$ cat src/rtl/rdma_rd_resp_framer.sv
// RDMA read-response framer: takes one read request, then frames the raw user payload
// stream into a single tid-tagged AXI4-Stream packet and reports completion.
module rdma_rd_resp_framer #(
    parameter int DATA_BITS = 512,
    parameter int REQ_BITS  = 96,
    parameter int LEN_BITS  = 28,
    parameter int ID_BITS   = 6
) (
    input  logic                   aclk,
    input  logic                   areset,
    input  logic                   s_req_valid,
    output logic                   s_req_ready,
    input  logic [REQ_BITS-1:0]    s_req_data,
    input  logic                   s_axis_src_tvalid,
    output logic                   s_axis_src_tready,
    input  logic [DATA_BITS-1:0]   s_axis_src_tdata,
    output logic                   m_axis_rd_tvalid,
    input  logic                   m_axis_rd_tready,
    output logic [DATA_BITS-1:0]   m_axis_rd_tdata,
    output logic [DATA_BITS/8-1:0] m_axis_rd_tkeep,
    output logic [ID_BITS-1:0]     m_axis_rd_tid,
    output logic                   m_axis_rd_tlast,
    output logic                   m_done_valid,
    input  logic                   m_done_ready,
    output logic [ID_BITS-1:0]     m_done_id,
    output logic                   err_zero_len
);

    localparam int unsigned BEAT_BYTES = DATA_BITS / 8;
    localparam int          LO_BITS    = $clog2(BEAT_BYTES);
    localparam int          CNT_BITS   = LEN_BITS - LO_BITS + 1;
    localparam int          ID_LSB     = 48 + LEN_BITS;

    typedef enum logic [1:0] {IDLE, STREAM, DONE} state_t;

    state_t                  state, state_nxt;
    logic [ID_BITS-1:0]      id_q;
    logic [CNT_BITS-1:0]     remain_q;
    logic [LO_BITS-1:0]      tail_q;
    logic                    err_q;

    logic [LEN_BITS-1:0]     req_len;
    logic [ID_BITS-1:0]      req_id;
    logic [CNT_BITS-1:0]     req_beats;
    logic                    req_fire, rd_fire, last_beat;
    logic [BEAT_BYTES-1:0]   last_keep;
    logic                    unused_req_bits;

    assign req_len   = s_req_data[48 +: LEN_BITS];
    assign req_id    = s_req_data[ID_LSB +: ID_BITS];
    assign req_beats = CNT_BITS'(req_len >> LO_BITS)
                     + CNT_BITS'(req_len[LO_BITS-1:0] != '0);
    assign unused_req_bits = ^{s_req_data[47:0], s_req_data[REQ_BITS-1:ID_LSB+ID_BITS]};

    // Handshakes derived from state and inputs only, so the output process has no loop.
    assign req_fire  = (state == IDLE) && s_req_valid && !areset;
    assign rd_fire   = (state == STREAM) && s_axis_src_tvalid && m_axis_rd_tready && !areset;
    assign last_beat = (remain_q == CNT_BITS'(1));

    always_comb begin
        last_keep = '0;
        for (int unsigned i = 0; i < BEAT_BYTES; i++)
            last_keep[i] = (tail_q == '0) || (i < 32'(tail_q));
    end

    always_ff @(posedge aclk) begin
        if (areset) begin
            state    <= IDLE;
            id_q     <= '0;
            remain_q <= '0;
            tail_q   <= '0;
            err_q    <= 1'b0;
        end else begin
            state <= state_nxt;
            err_q <= req_fire && (req_len == '0);
            if (req_fire && (req_len != '0)) begin
                id_q     <= req_id;
                remain_q <= req_beats;
                tail_q   <= req_len[LO_BITS-1:0];
            end else if (rd_fire) begin
                remain_q <= remain_q - CNT_BITS'(1);
            end
        end
    end

    always_comb begin
        state_nxt         = state;
        s_req_ready       = 1'b0;
        s_axis_src_tready = 1'b0;
        m_axis_rd_tvalid  = 1'b0;
        m_axis_rd_tdata   = '0;
        m_axis_rd_tkeep   = '0;
        m_axis_rd_tid     = '0;
        m_axis_rd_tlast   = 1'b0;
        m_done_valid      = 1'b0;
        m_done_id         = '0;
        case (state)
            IDLE: begin
                s_req_ready = !areset;
                if (req_fire && (req_len != '0))
                    state_nxt = STREAM;
            end
            STREAM: begin
                m_axis_rd_tvalid  = s_axis_src_tvalid && !areset;
                s_axis_src_tready = m_axis_rd_tready && !areset;
                m_axis_rd_tdata   = s_axis_src_tdata;
                m_axis_rd_tid     = id_q;
                m_axis_rd_tlast   = last_beat;
                m_axis_rd_tkeep   = last_beat ? last_keep : '1;
                if (rd_fire && last_beat)
                    state_nxt = DONE;
            end
            DONE: begin
                m_done_valid = !areset;
                m_done_id    = id_q;
                if (m_done_ready && !areset)
                    state_nxt = IDLE;
            end
            default: state_nxt = IDLE;
        endcase
    end

    assign err_zero_len = err_q;

endmodule
$ cat config.mk
export PLATFORM = sky130hd
export DESIGN_NAME = rdma_rd_resp_framer
export DESIGN_NICKNAME = d
export VERILOG_FILES = /design/src/rtl/rdma_rd_resp_framer.sv
export SDC_FILE = /design/constraint.sdc
export NUM_CORES = 1
export LEC_CHECK = 0
export BUFFER_PORTS_ARGS = -buffer_cell sky130_fd_sc_hd__buf_2
export CORE_AREA = 2 2 465 467
export CTS_BUF_LIST = sky130_fd_sc_hd__clkbuf_8 sky130_fd_sc_hd__clkbuf_16
export CTS_CLUSTER_SIZE = 14
export DETAILED_ROUTE_END_ITERATION = 8
export DIE_AREA = 0 0 467 469
export GPL_ROUTABILITY_DRIVEN = 0
export PLACE_DENSITY_LB_ADDON = 0.08
export SLEW_MARGIN = 0
export SYNTH_ARGS = -nofsm -noshare
export SYNTH_HDL_FRONTEND = slang
export SYNTH_SLANG_ARGS = --single-unit
$ cat constraint.sdc
create_clock -name aclk -period 5.7 [get_ports aclk]
set_input_delay 1.14 -clock aclk [delete_from_list [all_inputs] [get_ports aclk]]
set_output_delay 1.14 -clock aclk [all_outputs]
set_load 0.02 [all_outputs]
==> impl_metrics.ini <==
[floorplanning]
die_area_mm2 = 0.219
core_mm2 = 0.214
num_rows = 170
initial_utilization = 0.0316
die_h_um = 469
die_width_um = 467
pin_count = 1208

[sta]
rsz0062_at_grt = no
period_share = 0.737
maxSlewHeadroom = 0.320
holdWs_ns = 0.530
period_needed_ns = 4.20
clock_skew_ns = 0.00607
finalSetupViolCount = 0
finalMaxSlewViolations = 0
fmax_mhz = 238
fin_setup_tns_ns = 0
max_slew.worst_pin.slew_ns = 1.02
hold_viol = 0

[min_path]
hp-class = flop to flop

[setup_path]
rr_endpoint = tail_q[2]
rr_worst_depth = 5
rr_startpoint = state[0]
arrival_ns = 3.06
r2r_slack_ns = 2.82
crit_chain = buf_4, nor4_4, nand2_1, and3_2, a21o_1, a31oi_1, buf_2
crit_fanout = 12
endpoint_kind = output port
critPathSlowestCell = nor4_4
cpPeakStageDelay_ns = 0.79
criticalPathCategory = flop to output port
worstPathRequired_ns = 4.56
start_kind = flop
endpoint = m_axis_rd_tkeep[50]
crit_start = tail_q[0]

[global_routing]
antenna_found_initial = 215
grt_pass1_wl_mm = 159
overflow = 0
grt_usage = 0.115
grt_pass1_vias = 11800
grt_start_max_net_pins = 119

[clock_tree]
cts_made_buffers = 5
cts-resized-gates = 0
post_cts_buffers = 0
insertion_delay_ns = 0.30
ctsRootBufferMaster = clkbuf_16
cts_max_level = 2
clock-sinks = 38
clock_path_buffers = 2
cts_tree = built
holdBufCountCts = 0
cts.clk_slew.worst_paths_ns = 0.07

[synth]
async_reset_ff_frac = 0
synth.area.top_cells = and2_1, dfxtp_1, clkbuf_1
syn-instance-count = 1034
synth-edff-count = 0
syn_area_per_cell_um2 = 6.52
synthesis.nets = 1652
yosysUniqueCellTypes = 60
synth_area_mm2 = 0.00675
netlist.area_leader.share = 0.492
ys_seq_area_frac = 0.113
synth-seq-cells = 38
yosysTopAreaCell = and2_1
yosysWarnings = 0
ys.flop_type = dfxtp_1

[power_and_ir_drop]
pwr_density_cell_mw_per_mm2 = 147
vdd_drop_max_uv = 113
leakagePower_nw = 7.87

[placement]
dp_hpwl_mm = 126
port_buffers = 1145

[run_status]
status = finished, final reports clean

[final_layout]
synthToLayoutAreaGrowth_pct = 139
final_layout_size_suffix_gt1_frac = 0.564
final_nets = 2729
regArea_um2 = 761
final.fill_count = 25600
multi_input_area_mm2 = 0.00556

[drt]
drtIter0Drc = 668
drc = 0
wl_per_cell_um = 27.3
via_per_inst = 2.53
wl_mm = 136
final_antenna_net_count = 0
first_pass_iters = 4
num_vias = 12600

[run]
drv_cap = 0
layer usage:
| metal | track usage | up-vias | routed length, µm |
|---|---|---|---|
| li1 | - | 5543 | - |
| met2 | 0.218 | 890 | 68300 |
| met3 | 0.0424 | 389 | 12900 |
| met4 | 0.0104 | 42 | 4610 |
| met1 | 0.126 | 5757 | 49900 |
| met5 | 0 | - | 257 |
sequential cells by signal (all words and copies together), names as in the netlist:
register	cells
err_zero_len	1
state	2
id_q	6
tail_q	6
remain_q	23
cells by family (layout without fill, tap and decap cells):
kind of cell | count (synthesis) | in the layout | synth area share
DFF | 38 | 38 | 0.113
adders and majority gates | 4 | 4 | 0.00742
and+or+nand+nor | 729 | 729 | 0.664
buffers and inverters | 108 | 1186 | 0.0653
AOI/OAI and AO/OA | 126 | 126 | 0.112
xor gates and xnor gates | 29 | 29 | 0.0377
other | 0 | 31 | 0
worst min path at each step:
stage               cells after the start         start  slack (ns)      endpoint
CTS                                     2  remain_q[22]        0.54  remain_q[22]
floorplan                               2       id_q[0]        0.44       id_q[0]
global placement                        2   remain_q[6]        0.54   remain_q[6]
finish                                  2  remain_q[22]        0.53  remain_q[22]
detailed placement                      2   remain_q[6]        0.53   remain_q[6]
global route                            2   remain_q[6]        0.57   remain_q[6]
critical path, delay by kind of cell, from the launching register on:
family                 cells  cell delay [ns]
and+or+nand+nor            3             1.56
AOI/OAI and AO/OA          2             0.50
buffers and inverters      2             0.39
DFF                        1             0.30
power by group:
group	total [mW]	internal (mW)	switching, mW
Combinational	1.76	0.558	1.20
Sequential	0.308	0.283	0.0244
Clock	0.305	0.173	0.133
Total	2.37	1.01	1.36
layout make-up:
cell class | instances | share of cell area
multi-input combinational | 888 | 0.346
sequential | 38 | 0.0473
inverter | 15 | 0.00397
clock buffer | 6 | 0.00863
antenna | 31 | 0.00482
timing repair buffer | 1163 | 0.368
tap | 2838 | 0.221
clock inverter | 2 | 0.000544
cell usage after synthesis, types with 3 or more instances:
library cell,instances
a211oi_1,12
a21o_1,4
a21oi_1,56
a31oi_1,10
and2_1,530
and3_1,5
and4_1,7
buf_1,5
buf_2,3
clkbuf_1,80
dfxtp_1,38
ha_1,4
inv_1,15
nand2_1,45
nand2b_1,4
nand3_1,16
nand4_1,12
nor2_1,41
nor2b_1,4
nor3_1,20
nor3b_1,6
nor4_1,13
nor4_4,3
o21a_1,3
o21ai_0,19
o22ai_1,4
o311ai_0,3
o31ai_1,4
or2_2,3
or3_1,4
xnor2_1,21
xor2_1,8
stage by stage:
| step | cell area (µm²) | utilization | power (mW) | std cells | setup slack [ns] |
|---|---|---|---|---|---|
| floorplan | 6750 | - | 1.15 | 1034 | 2.42 |
| global placement | 15900 | 0.0742 | 2.14 | 4942 | 1.73 |
| detailed placement | 15900 | 0.0742 | 2.13 | 4942 | 1.73 |
| CTS | 16000 | 0.0749 | 2.45 | 4950 | 1.42 |
| global route | 16000 | 0.0749 | 2.53 | 4954 | 1.35 |
| finish | 16100 | 0.0753 | 2.37 | 4981 | 1.50 |
placed cells by master (no fill, tap or decap), drive strengths merged, types with 13 or more instances in the layout:
| master | n |
|---|---|
| nor3 | 21 |
| nand2 | 46 |
| nand4 | 13 |
| o21ai | 20 |
| a21oi | 56 |
| xnor2 | 21 |
| nand3 | 17 |
| nor2 | 41 |
| dfxtp | 38 |
| diode | 31 |
| nor4 | 16 |
| and2 | 531 |
| inv | 16 |
| buf | 1163 |
No activity file was read; power rests on OpenSTA's default activity.
